### src/rtl/crossing_request_scheduler_if.sv
// Start/busy handshake between the request scheduler
// and the crossing light sequencer.
interface crossing_request_scheduler_if #(
  parameter int N_REQ = 4
);
  localparam int SEL_W = $clog2(N_REQ);

  logic             xing_start;
  logic             xing_busy;
  logic [SEL_W-1:0] xing_sel;

  modport master (
    output xing_start,
    output xing_sel,
    input  xing_busy
  );

  modport slave (
    input  xing_start,
    input  xing_sel,
    output xing_busy
  );
endinterface

### src/rtl/crossing_request_scheduler.sv
// Round-robin scheduler sharing one crossing sequencer among N_REQ buttons.
// Optional button debounce is built when DEBOUNCE_EN is defined.
module crossing_request_scheduler #(
  parameter int N_REQ        = 4,
  parameter int DEBOUNCE_CYC = 4,
  parameter int ACK_TIMEOUT  = 16,
  parameter int MIN_GAP      = 100
) (
  input  logic                 clock,
  input  logic                 reset,
  input  logic [N_REQ-1:0]     btn,
  crossing_request_scheduler_if.master xing,
  output logic [N_REQ-1:0]     pending,
  output logic                 ack_fault
);

  localparam int SEL_W = $clog2(N_REQ);
  localparam int TO_W  = $clog2(ACK_TIMEOUT) + 1;
  localparam int GAP_W = $clog2(MIN_GAP) + 1;

  localparam logic [TO_W-1:0]  TO_LAST  = TO_W'(ACK_TIMEOUT - 1);
  localparam logic [GAP_W-1:0] GAP_LAST = GAP_W'(MIN_GAP - 1);
  localparam logic [SEL_W-1:0] RR_INIT  = SEL_W'(N_REQ - 1);

  typedef enum logic [2:0] {
    IDLE,
    START,
    WAIT_ACK,
    RUN,
    HOLDOFF
  } state_t;

  state_t             state;
  logic               start_q;
  logic [SEL_W-1:0]   sel;
  logic [SEL_W-1:0]   rr_last;
  logic [SEL_W-1:0]   winner;
  logic [TO_W-1:0]    to_cnt;
  logic [GAP_W-1:0]   gap_cnt;

  logic [N_REQ-1:0]   sync1;
  logic [N_REQ-1:0]   sync2;
  logic [N_REQ-1:0]   btn_c;
  logic [N_REQ-1:0]   btn_q;
  logic [N_REQ-1:0]   rise;
  logic [N_REQ-1:0]   pend_n;

  always_ff @(posedge clock) begin
    if (reset) begin
      sync1 <= '0;
      sync2 <= '0;
      btn_q <= '0;
    end else begin
      sync1 <= btn;
      sync2 <= sync1;
      btn_q <= btn_c;
    end
  end

`ifdef DEBOUNCE_EN
  localparam int DB_W = $clog2(DEBOUNCE_CYC) + 1;
  localparam logic [DB_W-1:0] DB_LAST = DB_W'(DEBOUNCE_CYC - 1);

  logic [DB_W-1:0]  db_cnt [N_REQ];
  logic [N_REQ-1:0] db_lvl;

  // Level flips only after DEBOUNCE_CYC consecutive disagreeing samples.
  always_ff @(posedge clock) begin
    if (reset) begin
      db_lvl <= '0;
      for (int i = 0; i < N_REQ; i++) db_cnt[i] <= '0;
    end else begin
      for (int i = 0; i < N_REQ; i++) begin
        if (sync2[i] == db_lvl[i]) begin
          db_cnt[i] <= '0;
        end else if (db_cnt[i] == DB_LAST) begin
          db_lvl[i] <= sync2[i];
          db_cnt[i] <= '0;
        end else begin
          db_cnt[i] <= db_cnt[i] + 1'b1;
        end
      end
    end
  end

  assign btn_c = db_lvl;
`else
  assign btn_c = sync2;
`endif

  assign rise = btn_c & ~btn_q;

  // Scan downward so the nearest set bit after rr_last is kept.
  always_comb begin
    winner = rr_last;
    for (int k = N_REQ; k >= 1; k--) begin
      if (pending[(int'(rr_last) + k) % N_REQ])
        winner = SEL_W'((int'(rr_last) + k) % N_REQ);
    end
  end

  always_comb begin
    pend_n = pending | rise;
    if (state == START) pend_n[sel] = 1'b0;
  end

  always_ff @(posedge clock) begin
    if (reset) begin
      state     <= IDLE;
      start_q   <= 1'b0;
      sel       <= '0;
      rr_last   <= RR_INIT;
      pending   <= '0;
      ack_fault <= 1'b0;
      to_cnt    <= '0;
      gap_cnt   <= '0;
    end else begin
      pending <= pend_n;
      start_q <= 1'b0;
      unique case (state)
        IDLE: begin
          if (|pending) begin
            sel     <= winner;
            rr_last <= winner;
            start_q <= 1'b1;
            state   <= START;
          end
        end
        START: begin
          to_cnt <= '0;
          state  <= WAIT_ACK;
        end
        WAIT_ACK: begin
          if (xing.xing_busy) begin
            state <= RUN;
          end else if (to_cnt == TO_LAST) begin
            ack_fault <= 1'b1;
            state     <= IDLE;
          end else if (to_cnt != '1) begin
            to_cnt <= to_cnt + 1'b1;
          end
        end
        RUN: begin
          if (!xing.xing_busy) begin
            gap_cnt <= '0;
            state   <= HOLDOFF;
          end
        end
        HOLDOFF: begin
          if (gap_cnt == GAP_LAST) begin
            state <= IDLE;
          end else if (gap_cnt != '1) begin
            gap_cnt <= gap_cnt + 1'b1;
          end
        end
        default: state <= IDLE;
      endcase
    end
  end

  assign xing.xing_start = start_q;
  assign xing.xing_sel   = sel;

endmodule

### src/flat_wrapper.sv
// flat-port wrapper written by rule: the top's interface ports become plain ports
module crossing_request_scheduler_flat 
#(
  parameter int N_REQ        = 4,
  parameter int DEBOUNCE_CYC = 4,
  parameter int ACK_TIMEOUT  = 16,
  parameter int MIN_GAP      = 100
)
  (clock, reset, btn, pending, ack_fault, xing_xing_start, xing_xing_sel, xing_xing_busy);
  crossing_request_scheduler_if #(.N_REQ(N_REQ)) xing_i ();
  input  logic clock;
  input  logic reset;
  input  logic [N_REQ-1:0] btn;
  output logic [N_REQ-1:0] pending;
  output logic ack_fault;
  output wire logic [$bits(xing_i.xing_start)-1:0] xing_xing_start;
  output wire logic [$bits(xing_i.xing_sel)-1:0] xing_xing_sel;
  input wire logic [$bits(xing_i.xing_busy)-1:0] xing_xing_busy;
  assign xing_xing_start = xing_i.xing_start;
  assign xing_xing_sel = xing_i.xing_sel;
  assign xing_i.xing_busy = xing_xing_busy;
  crossing_request_scheduler #(.N_REQ(N_REQ), .DEBOUNCE_CYC(DEBOUNCE_CYC), .ACK_TIMEOUT(ACK_TIMEOUT), .MIN_GAP(MIN_GAP)) u_core (.clock(clock), .reset(reset), .btn(btn), .xing(xing_i), .pending(pending), .ack_fault(ack_fault));
endmodule
### config.mk
export PLATFORM = sky130hd
export DESIGN_NAME = crossing_request_scheduler_flat
export DESIGN_NICKNAME = d
export VERILOG_FILES = /design/src/rtl/crossing_request_scheduler_if.sv /design/src/rtl/crossing_request_scheduler.sv /design/src/flat_wrapper.sv
export SDC_FILE = /design/constraint.sdc
export NUM_CORES = 1
export LEC_CHECK = 0
export BUFFER_PORTS_ARGS = -buffer_cell sky130_fd_sc_hd__buf_2
export CAP_MARGIN = 20
export CORE_ASPECT_RATIO = 1.1
export CORE_UTILIZATION = 55
export DETAILED_ROUTE_END_ITERATION = 6
export PLACE_DENSITY = 0.86
export SLEW_MARGIN = 30
export SYNTH_ARGS = -nofsm -noshare
export SYNTH_HDL_FRONTEND = slang
export SYNTH_SLANG_ARGS = --single-unit
export TNS_END_PERCENT = 30
### constraint.sdc
create_clock -name clock -period 3.33 [get_ports clock]
set_input_delay 0.1665 -clock clock [delete_from_list [all_inputs] [get_ports clock]]
set_output_delay 0.1665 -clock clock [all_outputs]
set_load 0.01 [all_outputs]
---- After elaboration in Yosys (flattened, before gate mapping) ----
Cells that the tools add are included.
Widths: inputs -> output; s select.
storage, ports and cells
  register bits ........................... 38
  bits of input ports ..................... 7
  output and inout port bits .............. 8
  logic and storage cells ................. 100
operators by class
  add/sub/neg operators ................... 6
  $lt $le $gt $ge ......................... 6
  eq/ne operators ......................... 17
  muxes and demuxes ....................... 34
  bitwise gates (word level) .............. 11
  reduce and logical (&&, ||, !) cells .... 15
operators with widths
  operator             number
  $mux 8               3
  $lt 3x4->1 const B   4
  $pmux 8 s2           1
  $mux 3               5
  $mux 5               3
  $pmux 3 s5           1
  $reduce_and 4->1     3
  $mux 1               10
  $pmux 5 s2           1
  $reduce_or 2->1      5
  $add 8x1->8 const B  1
  $and 4x4->4          2
  $bmux 1 s2           4
  $eq 8x7->1 const B   1
  $mux 2               4
  $ne 2x1->1 const B   4
  $ne 2x2->1 const B   4
  $ne 8x8->1 const B   1
  $not 4->4            2
  $eq 3x2->1 const B   2
  $add 5x1->5 const B  1
  $eq 5x4->1 const B   1
  $ne 5x5->1 const B   1
  $add 2x1->2 const B  2
  17 further kinds     23

---- Depth between registers and ports, before layout ----
Gate-level depths: netlist (run 1).
  word-level depth ........................ 10
  depth in mapped cells ................... 7
  gate-level depth less buffers ........... 7

---- Least setup slack after synthesis (run 1) ----
Ideal clock, no wire load.
  path type ............................... flip-flop to flip-flop
  start point ............................. register u_core.to_cnt[0]
  end point ............................... register u_core.to_cnt[3]
  library setup time ...................... 0.070 ns
  arrival ................................. 1.793 ns
  data required time ...................... 3.260 ns
  setup slack ............................. 1.467 ns
  cell stages (with the launch flop) ...... 8
  path buffers ............................ 0
  period minus slack after synthesis ...... 1.863 ns
  cell sequence ........................... dfxtp_1 -> ha_1 -> and3_1 -> ha_1 -> nor4b_2 -> a21oi_1 -> or3_1 -> a21oi_1
on the way
  longest elaborated chain between the ends .. 5
ends and longest elaborated chain
  element                 line                               RTL
  start, declared         crossing_request_scheduler.sv:38   logic [TO_W-1:0] to_cnt;
  start signal, assigned  crossing_request_scheduler.sv:140  to_cnt <= to_cnt + 1'b1;
  $add 5x1->5             crossing_request_scheduler.sv:140
  $mux 5                  crossing_request_scheduler.sv:139  end else if (to_cnt != '1) begin
  $mux 5                  crossing_request_scheduler.sv:136  end else if (to_cnt == TO_LAST) begin
  $mux 5                  crossing_request_scheduler.sv:134  if (xing.xing_busy) begin
  $pmux 5 s2              crossing_request_scheduler.sv:120  unique case (state)
Several ways; a longest one is shown, not always the timed one. The select of a mux whose other input is x is not followed.
A chain may end at the register's enable or synchronous reset.

---- Final worst setup path (run 1) ----
Same ends and word-level chain as after synthesis.

==> results of run 1 <==
-- layer usage --
metal	global-route usage (%)	part of all wire, %	wire [um]
met4	9.29	1.2	37
met5	0	0	0
met1	25.5	46	1420
met3	7.52	3.2	99
met2	33.6	49	1500
-- sequential cells by signal, summed over array words and instances, names as in the netlist, 2 cells and up --
signal,flops
u_core.sync1,4
u_core.btn_c,4
u_core.to_cnt,5
u_core.xing.xing_sel,2
u_core.pending,4
u_core.state,3
u_core.rr_last,2
u_core.btn_q,4
u_core.gap_cnt,8
-- power breakdown --
part	internal, mW	leakage (nW)	switching, mW
logic	0.0496	0.339	0.0563
registers	0.479	0.310	0.0341
clock network	0.102	0.0343	0.150
-- critical path, stage by stage (launching register included) --
cell and delay, ns:
dfxtp_1 0.35, ha_1 0.22, and3_1 0.20, ha_1 0.21, nor4b_2 0.24, a21oi_1 0.22
or3_1 0.39, a21oi_1 0.15
-- final timing paths --
kind / startpoint / end / slack, ns
worst max-delay path: u_core.to_cnt[0] / u_core.to_cnt[3] / 1.28
worst min-delay path: btn[0] / u_core.sync1[0] / 0.03
worst min register to register: u_core.sync1[2] / u_core.btn_c[2] / 0.45
worst max register to register: u_core.to_cnt[0] / u_core.to_cnt[3] / 1.28
-- cells by family after synthesis --
group           count (synthesis)  synth area share [%]
simple gates                   79                  28.5
compound gates                 44                  15.9
flops                          38                  44.6
buf+inv                        14                  5.58
fa+ha+maj                       4                  2.93
mux                             2                  1.91
xor+xnor                        1                 0.514
-- layout by cell type, fill, tap and decap left out, drive strengths merged, types with 7 or more instances in the layout --
cell	n
nor2b	12
or3	7
nor2	12
a21oi	20
buf	14
dfxtp	38
nand2b	9
o21ai	10
inv	7
nand2	10
-- area by class of cell --
cell class	count	share of cell area, %
repair buffers	14	3.87
inverters	7	1.45
clock buffers	6	2.83
multi-input cells	130	46.9
flip-flops and latches	38	42.0
clock inverters	2	0.691
well taps	33	2.28
-- through the flow --
| step | cells | utilization [%] | total power, mW |
|---|---|---|---|
| 5_1_grt | 230 | 63.5 | 0.920 |
| 4_1_cts | 230 | 63.5 | 0.881 |
| 6_report | 230 | 63.5 | 0.871 |
| 3_5_place_dp | 222 | 61.3 | 0.630 |
| 3_3_place_gp | 222 | 61.3 | 0.622 |
| 2_1_floorplan | 182 | - | 0.605 |
==> impl_metrics.json, run 1 <==
{
  "outcome": "finished clean",
  "synth_area_um2": 1710,
  "drc_errors": 0,
  "endpoint_kind": "register",
  "final_max_slew_viol_count": 0,
  "multi_input_area_um2": 850,
  "post_cts_buffers": 0,
  "portBuffers": 14,
  "maxCapViolCount": 0,
  "cp_max_fo": 8,
  "postLayoutCellArea_um2": 1810,
  "synthFlopType": "dfxtp_1",
  "floorplan.initialDensity_pct": 59.8,
  "setup_ws_ns": 1.28,
  "p_per_area_nw_per_um2": 481,
  "hold_buffers": 0,
  "yosysTopAreaCellShare_pct": 44.6,
  "synth_area_leaders": "dfxtp_1 45%, a21oi_1 5.6%, nor2b_1 4.4%",
  "whs_ns": 0.0266,
  "worst_r2r_path_depth": 7,
  "synth_commonest_cells": "38 x dfxtp_1, 19 x a21oi_1, 12 x nor2_1, 12 x nor2b_1, 10 x nand2_1",
  "setup_viol": 0,
  "ant_nets": 0,
  "syn_area_per_cell_um2": 9.37,
  "rsz0062_at_grt": "no",
  "gp_congestion": 0.834,
  "insertion_delay_ns": 0.34,
  "grt_remaining_overflow": 0,
  "syn2layout_area_growth_pct": 6.24,
  "dpl.hpwl_um": 2170,
  "htree_levels": 2,
  "synth_most_common_cell": "dfxtp_1",
  "ys_warn_count": 0,
  "syn_inst": 182,
  "peakVddDrop_mv": 0.499,
  "dieArea_um2": 3330,
  "ys_ff_latch": 38,
  "grt_first_pass_wirelength_um": 4990,
  "worstPathRequired_ns": 3.60,
  "dp_slack_ns": 1.30,
  "core-area_um2": 2850,
  "ios": 15,
  "die_w_um": 55.1,
  "fmax_ghz": 0.487,
  "grt_pass1_vias": 1171,
  "first_iter_violations": 47,
  "clk_path_buf_depth": 2,
  "seq_area_um2": 761,
  "cts_root_buffer": "clkbuf_4",
  "min_period_ns": 2.05,
  "final-hold-violation-count": 0,
  "drive_gt1_share_pct": 16.8,
  "numCtsBuffers": 5,
  "setup_tns_ns": 0,
  "routedWlPerCell_um": 13.3,
  "async_flop_share_pct": 0,
  "via_per_inst": 5.83,
  "clock_sinks": 38,
  "rows": 20,
  "final.setup_skew_ns": 0.00737,
  "cts-resized-gates": 0,
  "synth_nets": 193,
  "grt_max_degree": 29,
  "antenna_found_initial": 0,
  "track_usage_pct": 21.2,
  "drt-total-wl_um": 3060,
  "hold_class": "in -> reg",
  "tritoncts": "built",
  "synth-edff-count": 0,
  "drtPass1Iterations": 4,
  "critical_path_class": "reg -> reg",
  "postPlaceCellArea_um2": 1750,
  "relSlewSlack_pct": 58.1,
  "synth_top_area_cell": "dfxtp_1",
  "start_kind": "register",
  "leakagePower_nw": 0.683,
  "nNetsFinal": 207,
  "tightest_slew_ns": 0.623,
  "hold_path_depth": 2,
  "fin_crit_sh_pct": 61.6,
  "worstPathArrival_ns": 2.33,
  "nFillCells": 254,
  "n_antenna_cell": 0,
  "clkTransAtPathRegs_ns": 0.12,
  "yosysUniqueCellTypes": 43,
  "ys_seq_area_share_pct": 44.6,
  "via_count": 1341,
  "dieHeight_um": 60.4
}
Note: power is estimated with default switching activity, not from simulation.
==> inputs of run 2 (changes only) <==
--- a/config.mk
+++ b/config.mk
@@ -5,6 +5,7 @@
 export SDC_FILE = /design/constraint.sdc
 export NUM_CORES = 1
 export LEC_CHECK = 0
+export ABC_AREA = 1
 export BUFFER_PORTS_ARGS = -buffer_cell sky130_fd_sc_hd__buf_2
 export CAP_MARGIN = 20
 export CORE_ASPECT_RATIO = 1.1
==> constraint.sdc (replaced) <==
create_clock -name clock -period 2.02 [get_ports clock]
set_input_delay 0.101 -clock clock [delete_from_list [all_inputs] [get_ports clock]]
set_output_delay 0.101 -clock clock [all_outputs]
set_load 0.01 [all_outputs]
==> impl_metrics.json, run 2 <==
{
  "worstHoldStart": "reset",
  "insertion_delay_ns": 0.34,
  "hold_path_depth": 3,
  "yosysTopAreaCellShare_pct": 42.5,
  "clk_path_buf_depth": 2,
  "rsz0062_at_grt": "no",
  "leakagePower_nw": 0.890,
  "clkTransAtPathRegs_ns": 0.10,
  "synthFlopType": "dfxtp_1",
  "setup_tns_ns": 0,
  "r2r_slack_ns": 0.24,
  "worst_r2r_path_depth": 11,
  "ys_seq_area_share_pct": 42.5,
  "synth_area_um2": 1790,
  "routedWlPerCell_um": 10.8,
  "top_regs": "u_core.gap_cnt: 8 flops, u_core.to_cnt: 5 flops",
  "worstPathArrival_ns": 2.02,
  "synth-edff-count": 0,
  "drc_errors": 0,
  "async_flop_share_pct": 0,
  "start_kind": "register",
  "grt_pass1_vias": 1357,
  "p_int_mw": 1.35,
  "numCtsBuffers": 5,
  "r2r-start": "u_core.to_cnt[0]",
  "layout_commonest_cell": "nand2_1",
  "synth_nets": 265,
  "synth_top_area_cell": "dfxtp_1",
  "min_to": "u_core.rr_last[1]",
  "cts_root_buffer": "clkbuf_4",
  "final-hold-violation-count": 0,
  "drive_gt1_share_pct": 11.9,
  "grt_remaining_overflow": 0,
  "setup_ws_ns": 0.243,
  "postLayoutCellArea_um2": 2010,
  "relSlewSlack_pct": 73.3,
  "p_switching_uw": 770,
  "syn_inst": 254,
  "final_cells": 311,
  "antenna_found_initial": 0,
  "die_w_um": 56.4,
  "ant_nets": 0,
  "p_clk_share_pct": 23.4,
  "grt_first_pass_wirelength_um": 5420,
  "outcome": "finished clean",
  "rows": 21,
  "htree_levels": 2,
  "endpoint_kind": "register",
  "track_usage_pct": 20.5,
  "gp_congestion": 0.864,
  "clock_sinks": 38,
  "n_antenna_cell": 0,
  "final.setup_skew_ns": 0.0111,
  "postPlaceCellArea_um2": 1890,
  "synth_commonest_cells": "60 x nand2_1, 41 x inv_1, 38 x dfxtp_1, 32 x nor2_1",
  "floorplan.initialDensity_pct": 58.2,
  "min_period_ns": 1.78,
  "dp_cells": 299,
  "syn2layout_area_growth_pct": 12.2,
  "worstPathRequired_ns": 2.26,
  "layout_common_cells": "60 x nand2_1, 41 x inv_1, 38 x dfxtp_1",
  "fin_crit_sh_pct": 88.0,
  "tightest_slew_ns": 0.398,
  "max_flop_register": "u_core.gap_cnt",
  "largest_reg_flops": 8,
  "drtPass1Iterations": 4,
  "ios": 15,
  "ys_warn_count": 0,
  "fmax_ghz": 0.563,
  "portBuffers": 14,
  "yosysUniqueCellTypes": 28,
  "nFillCells": 277,
  "critical_path_class": "reg -> reg",
  "nNetsFinal": 287,
  "dieHeight_um": 61.8,
  "post_cts_buffers": 0,
  "swShare_pct": 36.4,
  "ys_ff_latch": 38,
  "syn_area_per_cell_um2": 7.05,
  "peakVddDrop_mv": 0.596,
  "final_max_slew_viol_count": 0,
  "maxCapViolCount": 0,
  "cp_max_fo": 5,
  "first_iter_violations": 95,
  "dp_slack_ns": 0.308,
  "grt_max_degree": 28,
  "tritoncts": "built",
  "p_comb_share_pct": 31.1,
  "dieArea_um2": 3490,
  "synth_most_common_cell": "nand2_1",
  "seqPwrFrac_pct": 45.5,
  "setup_viol": 0,
  "synth_area_leaders": "dfxtp_1 42%, nand2_1 13%, inv_1 8.6%",
  "via_count": 1628,
  "core-area_um2": 3070,
  "hold_class": "in -> reg",
  "via_per_inst": 5.23,
  "dpl.hpwl_um": 2480,
  "p_per_area_nw_per_um2": 1050,
  "r2r-end": "u_core.to_cnt[3]",
  "drt-total-wl_um": 3360
}
-- run 2: cell types whose count changed in the layout (fill, tap and decap cells not counted), moves of 8 or more --
cell | before | now
nand2_1 | 10 | 60
nand2b_1 | 8 | 0
inv_1 | 7 | 41
nand3_1 | 2 | 15
nor2b_1 | 12 | 0
nor2_1 | 12 | 32
-- run 2: final cells by class --
| type | instances | area (um2) | area share, % |
|---|---|---|---|
| Inverter | 43 | 161 | 8.03 |
| Clock buffer | 7 | 45.0 | 2.24 |
| Timing Repair Buffer | 19 | 118 | 5.85 |
| Sequential cell | 38 | 761 | 37.9 |
| Multi-Input combinational cell | 169 | 852 | 42.4 |
| Tap cell | 34 | 42.5 | 2.12 |
| Clock inverter | 1 | 30.0 | 1.49 |
-- run 2: worst max-delay path, stage by stage, from the launching register on --
cell,delay (ns)
dfxtp_1,0.39
ha_1,0.20
nand2_1,0.07
nor2_1,0.20
ha_1,0.18
inv_1,0.05
nand3_2,0.10
nor2_1,0.05
nor2_1,0.23
o21ai_0,0.11
nand2_1,0.06
nor2_1,0.03
-- run 2: routing by layer --
| layer | GRT usage [%] | up-vias | wire [um] |
|---|---|---|---|
| met4 | 12.5 | 0 | 67 |
| met1 | 21.9 | 751 | 1570 |
| met5 | 0 | - | 0 |
| met2 | 36.1 | 26 | 1600 |
| li1 | - | 844 | - |
| met3 | 6.83 | 7 | 128 |
-- run 2: cells by family after synthesis --
family          synth area share [%]
buf+inv                         9.92
xor+xnor                        1.96
flops                           42.5
fa+ha+maj                       2.80
simple gates                    31.9
compound gates                  11.0
-- run 2: per-stage QoR --
stage	hold WS [ns]	total power [mW]	utilization, %
5_1_grt	0.116	2.27	65.4
6_report	0.112	2.12	65.4
3_3_place_gp	0.303	1.61	61.6
3_5_place_dp	0.309	1.63	61.6
4_1_cts	0.106	2.13	65.4
2_1_floorplan	0.208	1.48	-
-- run 2: power by group through the flow --
stage                     sequential [mW]  combinational [mW]  clock, mW
after floorplan                     0.954               0.524          0
after global placement              0.974               0.636          0
after detailed placement            0.979               0.650          0
after CTS                           0.962               0.659      0.511
after global routing                0.975               0.757      0.536
final                               0.963               0.659      0.495
-- run 2: worst max-delay path by stage --
stage	from	to	slack [ns]	depth (start not counted)
6_report	u_core.to_cnt[0]	u_core.to_cnt[3]	0.24	11
5_1_grt	u_core.to_cnt[0]	u_core.to_cnt[3]	0.05	11
4_1_cts	u_core.to_cnt[0]	u_core.to_cnt[3]	0.29	11
3_5_place_dp	u_core.to_cnt[0]	u_core.to_cnt[0]	0.31	10
3_3_place_gp	u_core.to_cnt[0]	u_core.to_cnt[0]	0.42	10
2_1_floorplan	u_core.to_cnt[0]	u_core.to_cnt[0]	0.49	10
-- run 2: repair_timing --
| action | in CTS | in global routing |
|---|---|---|
| endpoints found under the hold margin | 4 | 0 |
| gates resized for setup | 0 | 0 |
| hold buffers | 4 | 0 |
==> inputs of run 3 (changes only) <==
--- a/config.mk
+++ b/config.mk
@@ -9,9 +9,11 @@
 export BUFFER_PORTS_ARGS = -buffer_cell sky130_fd_sc_hd__buf_2
 export CAP_MARGIN = 20
 export CORE_ASPECT_RATIO = 1.1
-export CORE_UTILIZATION = 55
+export CORE_MARGIN = 1.5
+export CORE_UTILIZATION = 58
+export CTS_CLUSTER_DIAMETER = 100
 export DETAILED_ROUTE_END_ITERATION = 6
-export PLACE_DENSITY = 0.86
+export PLACE_DENSITY = 0.9
 export SLEW_MARGIN = 30
 export SYNTH_ARGS = -nofsm -noshare
 export SYNTH_HDL_FRONTEND = slang
==> impl_metrics.json, run 3 (synthesis results as in run 2) <==
{
  "outcome": "finished clean",
  "dieArea_um2": 3430,
  "postPlaceCellArea_um2": 1890,
  "layout_common_cells": "60 x nand2_1, 41 x inv_1, 38 x dfxtp_1",
  "hold_path_depth": 3,
  "via_count": 1578,
  "tritoncts": "built",
  "track_usage_pct": 20.5,
  "floorplan.initialDensity_pct": 62.8,
  "clock_sinks": 38,
  "drt-total-wl_um": 3290,
  "max_flop_register": "u_core.gap_cnt",
  "drive_gt1_share_pct": 12.3,
  "path_cells": "ha_1 > nand2_1 > nor2_1 > ha_1 > inv_1 > nand3_2 > nor2_1 > nor2_1 > o21ai_0 > nand2_1 > nor2_1",
  "grt_max_degree": 28,
  "crit_cells": 11,
  "rsz0062_at_grt": "no",
  "critical_path_class": "reg -> reg",
  "n_antenna_cell": 0,
  "clkTransAtPathRegs_ns": 0.12,
  "critPathBufInv": 1,
  "nNetsFinal": 287,
  "gp_congestion": 0.885,
  "clk_path_buf_depth": 2,
  "layout_commonest_cell": "nand2_1",
  "setup_tns_ns": 0,
  "portBuffers": 14,
  "first_iter_violations": 68,
  "insertion_delay_ns": 0.34,
  "largest_reg_flops": 8,
  "multi_input_area_um2": 852,
  "maxCapViolCount": 0,
  "ant_nets": 0,
  "cpPeakStageDelay_ns": 0.40,
  "fin_crit_sh_pct": 84.9,
  "dieHeight_um": 61.3,
  "worstPathArrival_ns": 1.97,
  "start_kind": "register",
  "cp_max_fo": 5,
  "htree_levels": 2,
  "postLayoutCellArea_um2": 1990,
  "p_per_area_nw_per_um2": 1020,
  "leakagePower_nw": 0.886,
  "peakVddDrop_mv": 0.755,
  "cts_root_buffer": "clkbuf_4",
  "hold_class": "in -> reg",
  "endpoint_kind": "register",
  "numCtsBuffers": 5,
  "core-area_um2": 2850,
  "setup_viol": 0,
  "crit_top_cell": "nor2_1",
  "grt_pass1_vias": 1335,
  "worst_r2r_path_depth": 11,
  "seq_area_um2": 761,
  "rows": 20,
  "final_max_slew_viol_count": 0,
  "routedWlPerCell_um": 10.6,
  "slowest_stage": "dfxtp_1",
  "fmax_ghz": 0.583,
  "grt_first_pass_wirelength_um": 5540,
  "via_per_inst": 5.09,
  "antenna_found_initial": 0,
  "tightest_slew_ns": 0.415,
  "worstPathRequired_ns": 2.27,
  "final-hold-violation-count": 0,
  "top_regs": "u_core.gap_cnt: 8 flops, u_core.to_cnt: 5 flops",
  "final.setup_skew_ns": 0.0152,
  "drc_errors": 0,
  "relSlewSlack_pct": 72.2,
  "nFillCells": 237,
  "ios": 15,
  "grt_remaining_overflow": 0,
  "dpl.hpwl_um": 2390,
  "syn2layout_area_growth_pct": 11.3,
  "cp_top_family": "simple AND/OR/NAND/NOR gates",
  "min_period_ns": 1.72,
  "drtPass1Iterations": 4,
  "die_w_um": 56.0,
  "post_cts_buffers": 0
}
## run 3: final cells by class
type                            count  share of cell area, %
Inverter                           43                   8.10
Timing Repair Buffer               19                   5.90
Sequential cell                    38                   38.2
Tap cell                           33                   2.07
Multi-Input combinational cell    169                   42.7
Clock inverter                      1                  0.251
Clock buffer                        7                   2.76
## run 3: repair_timing
action,in CTS,in global routing
gates resized for setup,0,0
hold buffers,4,0
endpoints found under the hold margin,4,0
## run 3: routing by layer
metal | vias up | GRT usage, % | share of wire (%)
li1 | 847 | - | -
met1 | 694 | 24.4 | 47
met3 | 6 | 4.41 | 3.5
met2 | 31 | 37.5 | 48
met5 | - | 0 | 0
met4 | 0 | 7.14 | 1.5
## run 3: metrics by stage
step                      instances  hold slack, ns  util [%]  worst slack [ns]  total power [mW]
final                           310          0.0880      69.9             0.305              2.04
after floorplan                 254           0.208         -             0.490              1.48
after CTS                       310          0.0894      69.9             0.318              2.05
after global placement          298           0.301      66.4             0.419              1.61
after global routing            310           0.126      69.9             0.161              2.19
after detailed placement        298           0.306      66.4             0.333              1.63
## run 3: power breakdown
| part | switching (mW) | leakage (nW) | internal (mW) |
|---|---|---|---|
| combinational | 0.427 | 0.541 | 0.236 |
| sequential | 0.115 | 0.310 | 0.849 |
| clock | 0.242 | 0.0353 | 0.169 |
| total | 0.784 | 0.886 | 1.25 |
## run 3: path summary, 6_finish.rpt
kind | from | to | slack (ns)
hold reg to reg | u_core.sync1[3] | u_core.btn_c[3] | 0.40
hold / removal | reset | u_core.rr_last[1] | 0.09
setup / recovery | u_core.to_cnt[0] | u_core.to_cnt[3] | 0.30
setup reg to reg | u_core.to_cnt[0] | u_core.to_cnt[3] | 0.30
## run 3: worst register-to-register path, stage by stage (launching register included)
cell	delay, ns
dfxtp_1	0.40
ha_1	0.21
nand2_1	0.06
nor2_1	0.14
ha_1	0.17
inv_1	0.06
nand3_2	0.11
nor2_1	0.05
nor2_1	0.22
o21ai_0	0.11
nand2_1	0.06
nor2_1	0.03
